[config.mk]
export PLATFORM = sky130hd
export DESIGN_NAME = data_io_wide
export DESIGN_NICKNAME = d
export VERILOG_FILES = /design/src/rtl/data_io_wide.sv
export SDC_FILE = /design/constraint.sdc
export NUM_CORES = 1
export LEC_CHECK = 0
export BUFFER_PORTS_ARGS = -buffer_cell sky130_fd_sc_hd__buf_4
export CORE_MARGIN = 4
export CORE_UTILIZATION = 30
export CTS_CLUSTER_SIZE = 20
export DETAILED_ROUTE_END_ITERATION = 6
export PLACE_DENSITY = 0.47
export SYNTH_ARGS = -nofsm -noshare
export SYNTH_HDL_FRONTEND = slang
export SYNTH_SLANG_ARGS = --single-unit
[constraint.sdc]
create_clock -name clk -period 3.85 [get_ports clk]
set_clock_uncertainty 0.15 [all_clocks]
set_input_delay 0.1925 -clock clk [delete_from_list [all_inputs] [get_ports clk]]
set_output_delay 0.1925 -clock clk [all_outputs]
set_load 0.02 [all_outputs]
[src/rtl/data_io_wide.sv]
// SPI file-download receiver: assembles io-controller bytes into BYTES-wide words and writes them via a FIFO + req/ack port.
// Optional DATA_IO_CHECKSUM_EN adds a 16-bit byte checksum output.
module data_io_wide #(
  parameter int              BYTES      = 2,
  parameter int              AW         = 25,
  parameter int              FIFO_DEPTH = 4,
  parameter logic [AW-1:0]   BOOT_BASE  = 25'h80000,
  parameter logic [AW-1:0]   FILE_BASE  = 25'hA0000
) (
  input  logic                 clk,
  input  logic                 reset,
  input  logic                 spi_sck,
  input  logic                 spi_ss,
  input  logic                 spi_sdi,
  output logic                 downloading,
  output logic [4:0]           index,
  output logic [AW-1:0]        size,
  output logic                 overflow,
  output logic [AW-1:0]        ram_addr,
  output logic [8*BYTES-1:0]   ram_din,
  output logic [BYTES-1:0]     ram_be,
  output logic                 ram_wr_req,
  input  logic                 ram_wr_ack
`ifdef DATA_IO_CHECKSUM_EN
  , output logic [15:0]        checksum
`endif
);

  // dl state  | meaning
  // DL_IDLE   | no transfer, FIFO drained
  // DL_ACTIVE | start received, collecting data bytes
  // DL_ENDING | end received, waiting for FIFO and write port to drain
  // wr state  | meaning
  // WR_IDLE   | no request; loads FIFO head when available
  // WR_WAIT   | ram_wr_req held until ram_wr_ack

  localparam int DW = 8*BYTES;
  localparam int PW = $clog2(FIFO_DEPTH);
  localparam int EW = AW + DW + BYTES;
  localparam logic [1:0] LMASK = 2'(BYTES-1);

  typedef enum logic [1:0] {DL_IDLE, DL_ACTIVE, DL_ENDING} dl_state_t;
  typedef enum logic {WR_IDLE, WR_WAIT} wr_state_t;

  logic [2:0]       sck_sync_q, sck_sync_d;
  logic [1:0]       ss_sync_q, ss_sync_d, sdi_sync_q, sdi_sync_d;
  logic [3:0]       cnt_q, cnt_d;
  logic [6:0]       sr_q, sr_d;
  logic [7:0]       cmd_q, cmd_d;
  logic [AW-1:0]    offset_q, offset_d, base_q, base_d, size_q, size_d;
  logic [AW-1:0]    addr_q, addr_d;
  logic [DW-1:0]    word_q, word_d, din_q, din_d, word_new;
  logic [BYTES-1:0] be_q, be_d, fl_be;
  logic [4:0]       index_q, index_d;
  logic             ovf_q, ovf_d, req_q, req_d;
  dl_state_t        dl_q, dl_d;
  wr_state_t        wr_q, wr_d;
  logic [EW-1:0]    mem_q [FIFO_DEPTH];
  logic [EW-1:0]    mem_d [FIFO_DEPTH];
  logic [PW-1:0]    wr_ptr_q, wr_ptr_d, rd_ptr_q, rd_ptr_d;
  logic [PW:0]      count_q, count_d;
`ifdef DATA_IO_CHECKSUM_EN
  logic [15:0]      cs_q, cs_d;
  logic             cs_pend_q, cs_pend_d;
  logic [7:0]       cs_byte_q, cs_byte_d;
`endif

  logic          sck_rise, byte_done, start_evt, push, push_ok, pop, full;
  logic [7:0]    rx_byte;
  logic [1:0]    lane;
  logic [AW-1:0] word_addr;
  logic [EW-1:0] push_entry;

  assign sck_rise  = sck_sync_q[1] & ~sck_sync_q[2];
  assign rx_byte   = {sr_q, sdi_sync_q[1]};
  assign byte_done = ~ss_sync_q[1] & sck_rise & (cnt_q == 4'd15);
  assign start_evt = byte_done & (cmd_q == 8'h53) & rx_byte[0];
  assign lane      = offset_q[1:0] & LMASK;
  assign word_addr = base_q + offset_q - AW'(lane);
  assign full      = (count_q == (PW+1)'(FIFO_DEPTH));

  always_comb begin
    sck_sync_d = {sck_sync_q[1:0], spi_sck};
    ss_sync_d  = {ss_sync_q[0], spi_ss};
    sdi_sync_d = {sdi_sync_q[0], spi_sdi};
    cnt_d = cnt_q;      sr_d = sr_q;        cmd_d = cmd_q;
    offset_d = offset_q; base_d = base_q;   size_d = size_q;
    word_d = word_q;    index_d = index_q;  ovf_d = ovf_q;
    dl_d = dl_q;        wr_d = wr_q;        req_d = req_q;
    addr_d = addr_q;    din_d = din_q;      be_d = be_q;
    mem_d = mem_q;      wr_ptr_d = wr_ptr_q; rd_ptr_d = rd_ptr_q;
    count_d = count_q;
    push = 1'b0; push_ok = 1'b0; pop = 1'b0; push_entry = '0;
    word_new = word_q;
    for (int i = 0; i < BYTES; i++) begin
      if (lane == 2'(i)) word_new[8*i +: 8] = rx_byte;
      fl_be[i] = (2'(i) < lane);
    end

    if (ss_sync_q[1]) begin
      cnt_d = 4'd0;
      sr_d  = '0;
    end else if (sck_rise) begin
      sr_d = rx_byte[6:0];
      if (cnt_q == 4'd7) begin
        cmd_d = rx_byte;
        cnt_d = 4'd8;
      end else if (cnt_q == 4'd15) begin
        cnt_d = 4'd8;
      end else begin
        cnt_d = cnt_q + 4'd1;
      end
    end

    // ENDING completes first so a start arriving in the same cycle still wins
    if (dl_q == DL_ENDING && count_q == '0 && !req_q) dl_d = DL_IDLE;

    if (byte_done) begin
      case (cmd_q)
        8'h53: begin
          word_d = '0;
          if (start_evt) begin
            offset_d = '0;
            ovf_d    = 1'b0;
            base_d   = (index_q == 5'd0) ? BOOT_BASE : FILE_BASE;
            dl_d     = DL_ACTIVE;
          end else begin
            if (lane != 2'd0) begin
              push       = 1'b1;
              push_entry = {word_addr, word_q, fl_be};
            end
            size_d = offset_q;
            dl_d   = DL_ENDING;
          end
        end
        8'h54: begin
          word_d   = word_new;
          offset_d = offset_q + AW'(1);
          if (lane == LMASK) begin
            push       = 1'b1;
            push_entry = {word_addr, word_new, {BYTES{1'b1}}};
            word_d     = '0;
          end
        end
        8'h55: if (dl_q == DL_IDLE) index_d = rx_byte[4:0];
        default: ;
      endcase
    end

    case (wr_q)
      WR_IDLE: if (count_q != '0) begin
        {addr_d, din_d, be_d} = mem_q[rd_ptr_q];
        req_d = 1'b1;
        wr_d  = WR_WAIT;
      end
      WR_WAIT: if (ram_wr_ack) begin
        pop   = 1'b1;
        req_d = 1'b0;
        wr_d  = WR_IDLE;
      end
      default: wr_d = WR_IDLE;
    endcase

    // a full FIFO still accepts a push when its head pops in the same cycle
    if (push && (!full || pop)) begin
      push_ok          = 1'b1;
      mem_d[wr_ptr_q]  = push_entry;
      wr_ptr_d         = wr_ptr_q + PW'(1);
    end else if (push) begin
      ovf_d = 1'b1;
    end
    if (pop) rd_ptr_d = rd_ptr_q + PW'(1);
    count_d = count_q + (PW+1)'(push_ok) - (PW+1)'(pop);

`ifdef DATA_IO_CHECKSUM_EN
    cs_pend_d = byte_done & (cmd_q == 8'h54);
    cs_byte_d = rx_byte;
    cs_d      = cs_q;
    if (start_evt)      cs_d = '0;
    else if (cs_pend_q) cs_d = cs_q + {8'h00, cs_byte_q};
`endif
  end

  always_ff @(posedge clk) begin
    if (reset) begin
      sck_sync_q <= '0; ss_sync_q <= '0; sdi_sync_q <= '0;
      cnt_q <= '0; sr_q <= '0; cmd_q <= '0;
      offset_q <= '0; base_q <= '0; size_q <= '0; word_q <= '0;
      index_q <= '0; ovf_q <= 1'b0; dl_q <= DL_IDLE; wr_q <= WR_IDLE;
      req_q <= 1'b0; addr_q <= '0; din_q <= '0; be_q <= '0;
      mem_q <= '{default: '0};
      wr_ptr_q <= '0; rd_ptr_q <= '0; count_q <= '0;
`ifdef DATA_IO_CHECKSUM_EN
      cs_q <= '0; cs_pend_q <= 1'b0; cs_byte_q <= '0;
`endif
    end else begin
      sck_sync_q <= sck_sync_d; ss_sync_q <= ss_sync_d; sdi_sync_q <= sdi_sync_d;
      cnt_q <= cnt_d; sr_q <= sr_d; cmd_q <= cmd_d;
      offset_q <= offset_d; base_q <= base_d; size_q <= size_d; word_q <= word_d;
      index_q <= index_d; ovf_q <= ovf_d; dl_q <= dl_d; wr_q <= wr_d;
      req_q <= req_d; addr_q <= addr_d; din_q <= din_d; be_q <= be_d;
      mem_q <= mem_d;
      wr_ptr_q <= wr_ptr_d; rd_ptr_q <= rd_ptr_d; count_q <= count_d;
`ifdef DATA_IO_CHECKSUM_EN
      cs_q <= cs_d; cs_pend_q <= cs_pend_d; cs_byte_q <= cs_byte_d;
`endif
    end
  end

  assign downloading = (dl_q != DL_IDLE);
  assign index       = index_q;
  assign size        = size_q;
  assign overflow    = ovf_q;
  assign ram_addr    = addr_q;
  assign ram_din     = din_q;
  assign ram_be      = be_q;
  assign ram_wr_req  = req_q;
`ifdef DATA_IO_CHECKSUM_EN
  assign checksum    = cs_q;
`endif

endmodule

-- After elaboration in Yosys (flattened, before gate mapping)
Index checks and enable logic that the tools add are counted.
Widths: inputs -> output; s select.
- bits in read-only memories: 0
- bits in writable memories: 0
- input bits: 6
- register bits: 349
- logic and storage cells: 124
- memories kept: 0
- latch bits: 0
- bitwise logic cells: 11
- reduce and logical (&&, ||, !) cells: 23
- $add $sub $neg: 8
- shift operators: 0
- $mul: 0
- divide/modulo/power cells: 0
- multiplexer cells: 42
- eq/ne operators: 10
- order comparisons: 5
- operators by type and width (operator ; number):
    $mux 43 ; 7
    $bwmux 172 ; 1
    $bmux 43 s2 ; 1
    $demux 43 s2 ; 1
    $pmux 43 s2 ; 1
    $pmux 25 s2 ; 1
    $pmux 16 s2 ; 1
    $add 25x1->25 const B ; 1
    $add 25x25->25 ; 1
    $mux 25 ; 1
    $sub 25x1->25 ; 1
    $eq 8x7->1 const B ; 3
    $mux 18 ; 1
    $mux 16 ; 1
    $mux 8 ; 2
    $mux 1 ; 15
    $reduce_and 3->1 ; 5
    $mux 2 ; 4
    $mux 4 ; 2
    $ge 3x3->1 const B ; 2
    $ne 2x2->1 const B ; 3
    $not 2->3 ; 2
    $pmux 1 s2 ; 3
    $reduce_and 2->1 ; 3
    21 further kinds ; 36

-- Depth between registers and ports, before layout
Gate-level depths: netlist of run 1.
- depth after elaboration: 13
- depth in mapped cells: 12

-- Worst setup path after synthesis of run 1
No wires, ideal clock.
- kind: reg2reg
- from: register cmd_q[0]
- to: register count_q[2]
- setup time: 0.128 ns
- path buffers: 2
- arrival time: 2.679 ns
- stages on the path, launching flop included: 13
- path slack: 0.893 ns
- cells stage by stage: dfxtp_1 > or3b_1 > buf_2 > a211oi_4 > and2_1 > buf_4 > nand2_1 > ha_1 > inv_1 > ha_1 > fa_1 > xnor2_1 > nor2_1
- cells in the longest elaborated chain, start to end: 10
- elaborated cells between the ends (all ways): 11
- those cells by class: 2 x add/sub; 2 x eq/ne; 4 x mux; 2 x bitwise; 1 x reduce/logical
- RTL lines (element ; RTL line ; source):
    start: declaration ; 49 ; logic [7:0] cmd_q, cmd_d;
    start signal: assignment ; 198 ; cnt_q <= cnt_d; sr_q <= sr_d; cmd_q <= cmd_d;
    $eq 8x7->1 ; 77, 119 ;
    $and 1x1->1 (2 in series) ; 77 ; assign start_evt = byte_done & (cmd_q == 8'h53) & rx_byte[0];
    $mux 1 ; 122 ; if (start_evt) begin
    $pmux 1 s2 (*) ; 119 ; case (cmd_q)
    $mux 1 (*) ; 118 ; if (byte_done) begin
    $logic_and 1x1->1 (*) ; 165 ; if (push && (!full || pop)) begin
    $mux 1 (*) ; 165 ;
    $add 3x1->3 (*) ; 173 ; count_d = count_q + (PW+1)'(push_ok) - (PW+1)'(pop);
    $sub 3x1->3 (*) ; 173 ;
    end signal: assignment ; 203 ; wr_ptr_q <= wr_ptr_d; rd_ptr_q <= rd_ptr_d; count_q <= count_d;
    end: declaration ; 61 ; logic [PW:0] count_q, count_d;
Every way passes the cells marked *; elsewhere a longest branch is shown, timed or not.
A chain may end at the register's enable or synchronous reset.

-- Worst setup path in the final report of run 1
- from: register offset_q[6]
- to: register mem_q[42] (netlist bit)
- cells in the longest elaborated chain, start to end: 7
- elaborated cells between the ends (all ways): 8
- those cells by class: 2 x add/sub; 6 x mux
- RTL lines (element ; RTL line ; source):
    start: declaration ; 50 ; logic [AW-1:0] offset_q, offset_d, base_q, base_d, size_q, size_d;
    start signal: assignment ; 199 ; offset_q <= offset_d; base_q <= base_d; size_q <= size_d; word_q <= word_d;
    $add 25x25->25 (*) ; 79 ; assign word_addr = base_q + offset_q - AW'(lane);
    $sub 25x1->25 (*) ; 79 ;
    $mux 43 ; 128 ; if (lane != 2'd0) begin
    $mux 43 ; 122 ;
    $pmux 43 s2 (*) ; 119 ;
    $mux 43 (*) ; 118 ;
    $bwmux 172 (*) ; 167 ; mem_d[wr_ptr_q] = push_entry;
    end signal: assignment ; 202 ; mem_q <= mem_d;
    end: declaration ; 58 ; logic [EW-1:0] mem_q [FIFO_DEPTH];
Marks and branches as above.

==> impl_metrics.ini, run 1 <==
[run_status]
status = finished, final reports clean

[detailed_routing]
wire_per_inst_um = 17.2
route.vias.total = 12200
avgViaCountPerCell = 4.92
first_pass_iters = 5
drt_iter0_drc = 800
detail-route-antenna-nets = 0
drc = 0
drt-total-wl_mm = 42.5

[sta]
period_needed_ns = 3.11
slew_viol_final = 0
timing.fmax_mhz = 322
setup_viol = 0
fin_crit_sh = 0.807
hold_slack_ns = 0.121
worst_pin_slew_ns = 0.982
relSlewSlack = 0.345
rsz0062_at_grt = false
tns_ns = 0
hold_viol_final = 0

[synthesis]
synthTopCellsByCount = nand2_1 (401), dfxtp_1 (321), a21oi_1 (223)
syn_area_um2 = 14800
ys_top_cells_by_area = dfxtp_1 (43%), nand2_1 (10%), a21oi_1 (7.5%)
ys.flop_type = dfxtp_1
synth-async-reset-ratio = 0
synthCells = 1745
synth_seq_cells = 321
synth-edff-count = 0
postSynthAreaPerCell_um2 = 8.51
netlist.area_leader.share = 0.433
synth_cell_types = 77
yosysTopAreaCell = dfxtp_1
ys.warnings.count = 0
synth_seq_area_share = 0.433
synth_most_common_cell = nand2_1
synth_nets = 1803

[clock_network]
tritoncts = done
cts_made_buffers = 38
clock_latency_ns = 0.55
clock_path_buffers = 3
clk_pin_slew_ns = 0.06
htreeDepth = 2
ctsRootBufferMaster = clkbuf_16
cts_setup_buffers = 0
clock-sinks = 321

[layout]
nNetsFinal = 1837
layout-drive-gt1-share = 0.130
area_growth_pct = 16.5
diodes = 0
n_fill_cell = 5026
seq_area_um2 = 6430
stdcell_count = 2469
multi_input_area_um2 = 7720

[placed_design]
dp_hpwl_mm = 28.0
portBuffers = 80
gp_congestion = 0.843
dpl.cell_count = 2399

[global_route]
grt_max_degree = 125
grt_pass1_wl_mm = 67.6
grt.overflow.total = 0
grtUsageTotal = 0.157
grt_pass1_vias = 11900
antenna_found_initial = 0

[power_and_ir_drop]
power.density_nw_per_um2 = 436
p_seq_frac = 0.452
vdd_ir_drop_max_uv = 207
switching_power_uw = 1890
pwr-share-comb = 0.073
power_uw = 7540
p_leak_uw = 0.00623
power_switching_share = 0.250
intPower_uw = 5650
clockPowerShare = 0.474

[floorplan]
dieHeight_um = 230
pin_count = 82
die_area_um2 = 53100
start_util = 0.303
fp-row-count = 81
die_w_um = 230
core_um2 = 49000

[worst_setup_path]
max_stage_delay_ns = 0.46
cp_top_family = compound AO/OA/AOI/OAI gates
arrival_ns = 3.35
worst-path-max-fanout = 5
path_cells = inv_1, ha_1, o21ai_0, a2111oi_0, o21ai_0, a211oi_1, mux2i_1, a211oi_1
startpoint_type = flip-flop
cp.buffers_inverters = 1
cp_slowest_cell = a211oi_1
cp_data_required_time_ns = 4.09
criticalPathCategory = reg -> reg
worst_setup_path_end_kind = flip-flop

[hold_path]
hp-class = in -> reg

[job]
max_cap_violations = 0
kinds of logic after synthesis:
logic type / share of synthesized area
and+or+nand+nor: 0.223
AOI/OAI and AO/OA: 0.154
DFF: 0.433
buffers and inverters: 0.0477
muxes: 0.0762
adders and majority gates: 0.0443
xor gates and xnor gates: 0.0212
other: 0.000253
power groups by stage:
stage | combinational [uW] | sequential [uW] | clock [uW]
2_1_floorplan | 416 | 3440 | 0
3_3_place_gp | 570 | 3480 | 0
3_5_place_dp | 574 | 3480 | 0
4_1_cts | 578 | 3410 | 3710
5_1_grt | 616 | 3420 | 3830
6_report | 554 | 3410 | 3580
worst register-to-register path, delay by kind of cell, from the launching register on:
kind,cells,cell delay [ns]
DFF,1,0.43
buffers and inverters,1,0.12
adders and majority gates,1,0.37
muxes,1,0.38
AOI/OAI and AO/OA,5,1.51
layout make-up:
class	instances	area share
timing repair buffer	112	0.0517
multi-input combinational	1256	0.446
tap	664	0.0480
clock inverter	10	0.00702
clock buffer	56	0.0642
inverter	50	0.0109
sequential	321	0.372
per-stage QoR:
| step | utilization | worst slack [ns] | area, um2 |
|---|---|---|---|
| final | 0.353 | 0.744 | 17300 |
| after global routing | 0.353 | 0.386 | 17300 |
| after CTS | 0.353 | 0.768 | 17300 |
| after detailed placement | 0.327 | 0.773 | 16000 |
| after global placement | 0.327 | 0.849 | 16000 |
| after floorplan | - | 0.893 | 14800 |
metal layers:
layer | part of all wire | wire (um) | track usage
met1 | 0.51 | 21600 | 0.231
met2 | 0.43 | 18100 | 0.232
met3 | 0.041 | 1730 | 0.0269
met4 | 0.025 | 1070 | 0.0526
met5 | 0 | 0 | 0
layout by cell type (no fill, tap or decap), types with 5 or more instances in the layout:
master	count
or3_1	8
nor2_1	116
o21a_1	10
nand4_1	24
and4_1	5
a32oi_1	8
a21oi_1	223
ha_1	51
nand2b_1	6
a21o_1	5
nand2_1	401
o211ai_1	9
o21ai_0	65
clkbuf_1	10
nor2b_1	11
and2_1	15
and3_1	11
buf_4	104
dfxtp_1	319
xnor2_1	31
clkbuf_16	39
mux4_2	42
a211oi_1	18
mux2i_1	14
nor3_1	8
clkbuf_8	8
xor2_1	5
inv_1	50
nand3b_1	46
nand3_1	33
clkinv_2	5
a22oi_1	9
or2_2	6
final timing paths:
path	from	to	slack (ns)	cells past startpoint
worst max-delay path	offset_q[6]	mem_q[42]	0.74	8
worst min register to register	sck_sync_q[0]	sck_sync_q[1]	0.28	1
worst max register to register	offset_q[6]	mem_q[42]	0.74	8
worst min-delay path	reset	overflow	0.12	2
registers in the layout (all words and copies together), names as in the netlist, 2 cells and up:
signal,count
sck_sync_q,3
size,25
sdi_sync_q,2
wr_ptr_q,2
word_q,16
ram_din,16
base_q,2
sr_q,7
cmd_q,8
offset_q,25
index,5
rd_ptr_q,2
ram_addr,24
count_q,3
cnt_q,4
ss_sync_q,2
ram_be,2
dl_q,2
mem_q,168
repair_timing:
| action | in CTS | in global routing |
|---|---|---|
| gates resized for setup | 0 | 0 |
| hold buffers | 4 | 0 |
| endpoints found under the hold margin | 4 | 0 |
| endpoints found under the setup margin | 0 | 0 |
No activity file was read; power rests on OpenSTA's default activity.
==> inputs of run 2 (changes only) <==
==> constraint.sdc (replaced) <==
create_clock -name clk -period 3.13 [get_ports clk]
set_clock_uncertainty 0.15 [all_clocks]
set_input_delay 0.1565 -clock clk [delete_from_list [all_inputs] [get_ports clk]]
set_output_delay 0.1565 -clock clk [all_outputs]
set_load 0.02 [all_outputs]
==> impl_metrics.ini, run 2 (synthesis results as in run 1) <==
[sta]
rsz0062_at_grt = false
setup_viol = 0
slew_viol_final = 0
tns_ns = 0
relSlewSlack = 0.431
hold_viol_final = 0
period_needed_ns = 2.93
timing.fmax_mhz = 342
worst_pin_slew_ns = 0.853
fin_crit_sh = 0.935

[layout]
final_common_cell = nand2_1
diodes = 0
nNetsFinal = 1874
area_growth_pct = 19.2
mostFrequentLayoutCells = nand2_1 (401), dfxtp_1 (319), a21oi_1 (223)
final_core_util = 0.361
largest-register = mem_q
largest_register_ffs = 168
layout-drive-gt1-share = 0.148

[hold_path]
hp-class = in -> reg

[floorplan]
die_w_um = 230
fp-row-count = 81
dieHeight_um = 230
start_util = 0.303
pin_count = 82
core_um2 = 49000
die_area_um2 = 53100

[placed_design]
dp_hpwl_mm = 28.6
portBuffers = 80
gp_congestion = 0.816

[detailed_routing]
avgViaCountPerCell = 4.88
drc = 0
detail-route-antenna-nets = 0
drt-total-wl_mm = 42.5
wire_per_inst_um = 16.9
route.vias.total = 12200
drt_iter0_drc = 722
first_pass_iters = 5

[worst_setup_path]
criticalPathCategory = reg -> reg
worst_setup_path_end_kind = flip-flop
startpoint_type = flip-flop
arrival_ns = 3.18
max_stage_delay_ns = 0.55
crit_top_cell = o21ai_0
cp_slowest_cell = ha_1
ff2ff_setup_slack_ns = 0.20
cp_data_required_time_ns = 3.39
path_cells = inv_1, ha_1, a21oi_1, o21ai_0, o21ai_0, o311a_1, a311oi_1, buf_4, a211oi_1
worst-path-max-fanout = 12

[global_route]
grtUsageTotal = 0.157
grt_pass1_vias = 12000
grt.overflow.total = 0
met2_usage = 0.238
antenna_found_initial = 0
grt_pass1_wl_mm = 67.9
grt.busiest_layer = met2
grt_use_met3 = 0.0265
grt_max_degree = 98
met1_usage = 0.229

[clock_network]
clk_pin_slew_ns = 0.06
clock_path_buffers = 3
cts_made_buffers = 40
clock_latency_ns = 0.56
htreeDepth = 2
ctsRootBufferMaster = clkbuf_16
tritoncts = done
clock-sinks = 321

[power_and_ir_drop]
p_leak_uw = 0.00646
power_uw = 9620
vdd_ir_drop_max_uv = 275
power.density_nw_per_um2 = 544

[run_status]
status = finished, final reports clean

[job]
max_cap_violations = 0
run 2: changes by cell type in the layout (fill, tap and decap cells not counted), moves of 2 or more:
cell / change
buf_4: +31
dlygate4sd3_1: +2
buf_12: +2
bufinv_16: +2
clkbuf_1: -2
run 2: worst paths after layout:
kind,startpoint,end,cells past startpoint
min reg2reg,sck_sync_q[0],sck_sync_q[1],1
max reg2reg,offset_q[20],mem_q[170],9
min,spi_sdi,sdi_sync_q[0],3
max,offset_q[20],mem_q[170],9
run 2: critical path: cells and delay by family (launching register included):
family                     cells  cell delay (ns)
DFF                            1             0.51
AOI/OAI and AO/OA              6             1.28
buffers and inverters          2             0.28
adders and majority gates      1             0.55
run 2: layout make-up:
class	count	area, um2
tap	664	831
inverter	50	188
clock inverter	11	185
fill	5081	31300
clock buffer	56	1140
multi-input combinational	1256	7730
sequential	321	6430
timing repair buffer	147	1190
run 2: power by group:
group / internal [uW] / switching (uW)
registers: 4120 / 69.5
clock network: 2870 / 1800
logic: 265 / 486
total: 7260 / 2360
run 2: stage by stage:
step | setup WS, ns | instance area (um2) | instances | hold slack [ns]
floorplan | 0.173 | 14800 | 1745 | 0.135
global placement | 0.172 | 16300 | 2432 | 0.221
detailed placement | 0.0655 | 16300 | 2432 | 0.223
CTS | 0.0477 | 17700 | 2505 | 0.178
global route | 0.0111 | 17700 | 2505 | 0.231
finish | 0.202 | 17700 | 2505 | 0.210
run 2: timing repair:
item	CTS	global route
buffers inserted	0	0
gates resized for setup	0	3
endpoints found under the hold margin	8	0
hold buffers	6	0
endpoints found under the setup margin	0	5
run 2: metal layers:
| layer | wire (um) | part of all wire |
|---|---|---|
| met1 | 21300 | 0.50 |
| met2 | 18400 | 0.43 |
| met3 | 1940 | 0.046 |
| met4 | 834 | 0.020 |
| met5 | 0 | 0 |
==> inputs of run 3 (changes only) <==
--- a/config.mk
+++ b/config.mk
@@ -10,6 +10,7 @@
 export CORE_UTILIZATION = 30
 export CTS_CLUSTER_SIZE = 20
 export DETAILED_ROUTE_END_ITERATION = 6
+export GPL_TIMING_DRIVEN = 0
 export PLACE_DENSITY = 0.47
 export SYNTH_ARGS = -nofsm -noshare
 export SYNTH_HDL_FRONTEND = slang
==> impl_metrics.ini, run 3 (synthesis results as in run 1) <==
[sta]
hold_viol_final = 0
hold_slack_ns = 0.200
period_needed_ns = 2.98
fin_crit_sh = 0.952
setup_viol = 0
worst_pin_slew_ns = 1.12
timing.fmax_mhz = 336
rsz0062_at_grt = false
relSlewSlack = 0.253
slew_viol_final = 0

[worst_setup_path]
worst-path-max-fanout = 10
crit_top_cell = o21ai_0
max_stage_delay_ns = 0.50
criticalPathCategory = reg -> reg
cp_data_required_time_ns = 3.39
arrival_ns = 3.24
path_cells = inv_1, ha_1, clkbuf_1, a211oi_1, o21ai_0, a21boi_0, nand2_1, xnor2_1, o21ai_0
startpoint_type = flip-flop
cp_slowest_cell = xnor2_1
worst_setup_path_end_kind = flip-flop

[power_and_ir_drop]
power.density_nw_per_um2 = 536
vdd_ir_drop_max_uv = 317
p_leak_uw = 0.00641
power_uw = 9500

[detailed_routing]
route.vias.total = 12700
drc = 0
avgViaCountPerCell = 4.97
wire_per_inst_um = 18.4
drt_iter0_drc = 895
drt-total-wl_mm = 47.2
detail-route-antenna-nets = 0
first_pass_iters = 7

[floorplan]
pin_count = 82
die_area_um2 = 53100
die_w_um = 230
core_um2 = 49000
fp-row-count = 81
start_util = 0.303
dieHeight_um = 230

[placed_design]
dpl.cell_count = 2488
gp_congestion = 0.871
portBuffers = 79
placed_area_um2 = 16300
dp_hpwl_mm = 34.4

[layout]
diodes = 0
stdcell_count = 2562
fin_area_um2 = 17700
largest_register_ffs = 168
largest-register = mem_q
layout-drive-gt1-share = 0.137
mostFrequentLayoutCells = nand2_1 (400), dfxtp_1 (318), a21oi_1 (221)
nNetsFinal = 1932
final_common_cell = nand2_1
area_growth_pct = 19.5
final_core_util = 0.362

[clock_network]
cts_made_buffers = 38
htreeDepth = 2
clock_latency_ns = 0.56
clk_pin_slew_ns = 0.06
clock_path_buffers = 3
clock-sinks = 321
tritoncts = done
ctsRootBufferMaster = clkbuf_16

[hold_path]
hp-class = in -> reg

[run_status]
status = finished, final reports clean

[global_route]
grt.overflow.total = 0
antenna_found_initial = 1
grtUsageTotal = 0.175
grt_pass1_vias = 12500
grt_pass1_wl_mm = 73.9
grt_max_degree = 14

[job]
max_cap_violations = 0
==> run 3: cell count changes in the layout (fill, tap and decap cells not counted), moves of 3 or more <==
cell	delta
buf_12	-5
buf_2	+15
clkbuf_2	+4
clkbuf_1	+77
buf_4	-39
buf_6	+3
buf_1	+5
==> run 3: worst paths after layout <==
path | start | endpoint | slack, ns | cells past startpoint
setup / recovery | offset_q[14] | mem_q[78] | 0.15 | 9
hold / removal | spi_ss | ss_sync_q[0] | 0.20 | 3
setup reg to reg | offset_q[14] | mem_q[78] | 0.15 | 9
hold reg to reg | sck_sync_q[0] | sck_sync_q[1] | 0.28 | 1
==> run 3: repair_timing <==
action | CTS | global route
setup buffers | 1 | 8
gates cloned | 0 | 0
hold buffers | 4 | 0
pin swaps | 1 | 4
setup endpoints to repair | 32 | 63
endpoints found under the hold margin | 6 | 0
gates resized for setup | 10 | 21
==> run 3: cell type report <==
| class | count | area (um2) |
|---|---|---|
| inverters | 50 | 188 |
| repair buffers | 92 | 701 |
| clock inverters | 9 | 143 |
| clock buffers | 55 | 1130 |
| multi-input cells | 1256 | 7790 |
| well taps | 664 | 831 |
| fillers | 5123 | 31200 |
| flip-flops and latches | 321 | 6430 |
| plain buffers | 115 | 523 |
==> run 3: through the flow <==
stage | TNS, ns | worst slack [ns]
after floorplan | 0 | 0.173
after CTS | 0 | 0.000831
after detailed placement | -17.56 | -0.404
final | 0 | 0.152
after global placement | -16.44 | -0.390
after global routing | 0 | 0.00362
==> run 3: report_power, final <==
part	total (uW)	internal, uW	leakage (uW)	switching, uW
Clock	4530	2750	0.000626	1790
Sequential	4150	4120	0.00259	28.9
Combinational	815	217	0.00319	598
==> run 3: critical path, delay by kind of cell, from the launching register on <==
| kind | cells | cell delay, ns |
|---|---|---|
| xor+xnor | 1 | 0.50 |
| compound gates | 4 | 0.97 |
| simple gates | 1 | 0.13 |
| flops | 1 | 0.42 |
| fa+ha+maj | 1 | 0.28 |
| buf+inv | 2 | 0.39 |
==> run 3: layer usage <==
layer,GRT usage,vias to the layer above,routed length [um]
met2,0.278,289,21300
li1,-,6287,-
met4,0.0459,0,936
met5,0,-,0
met3,0.0302,69,2180
met1,0.248,6078,22800
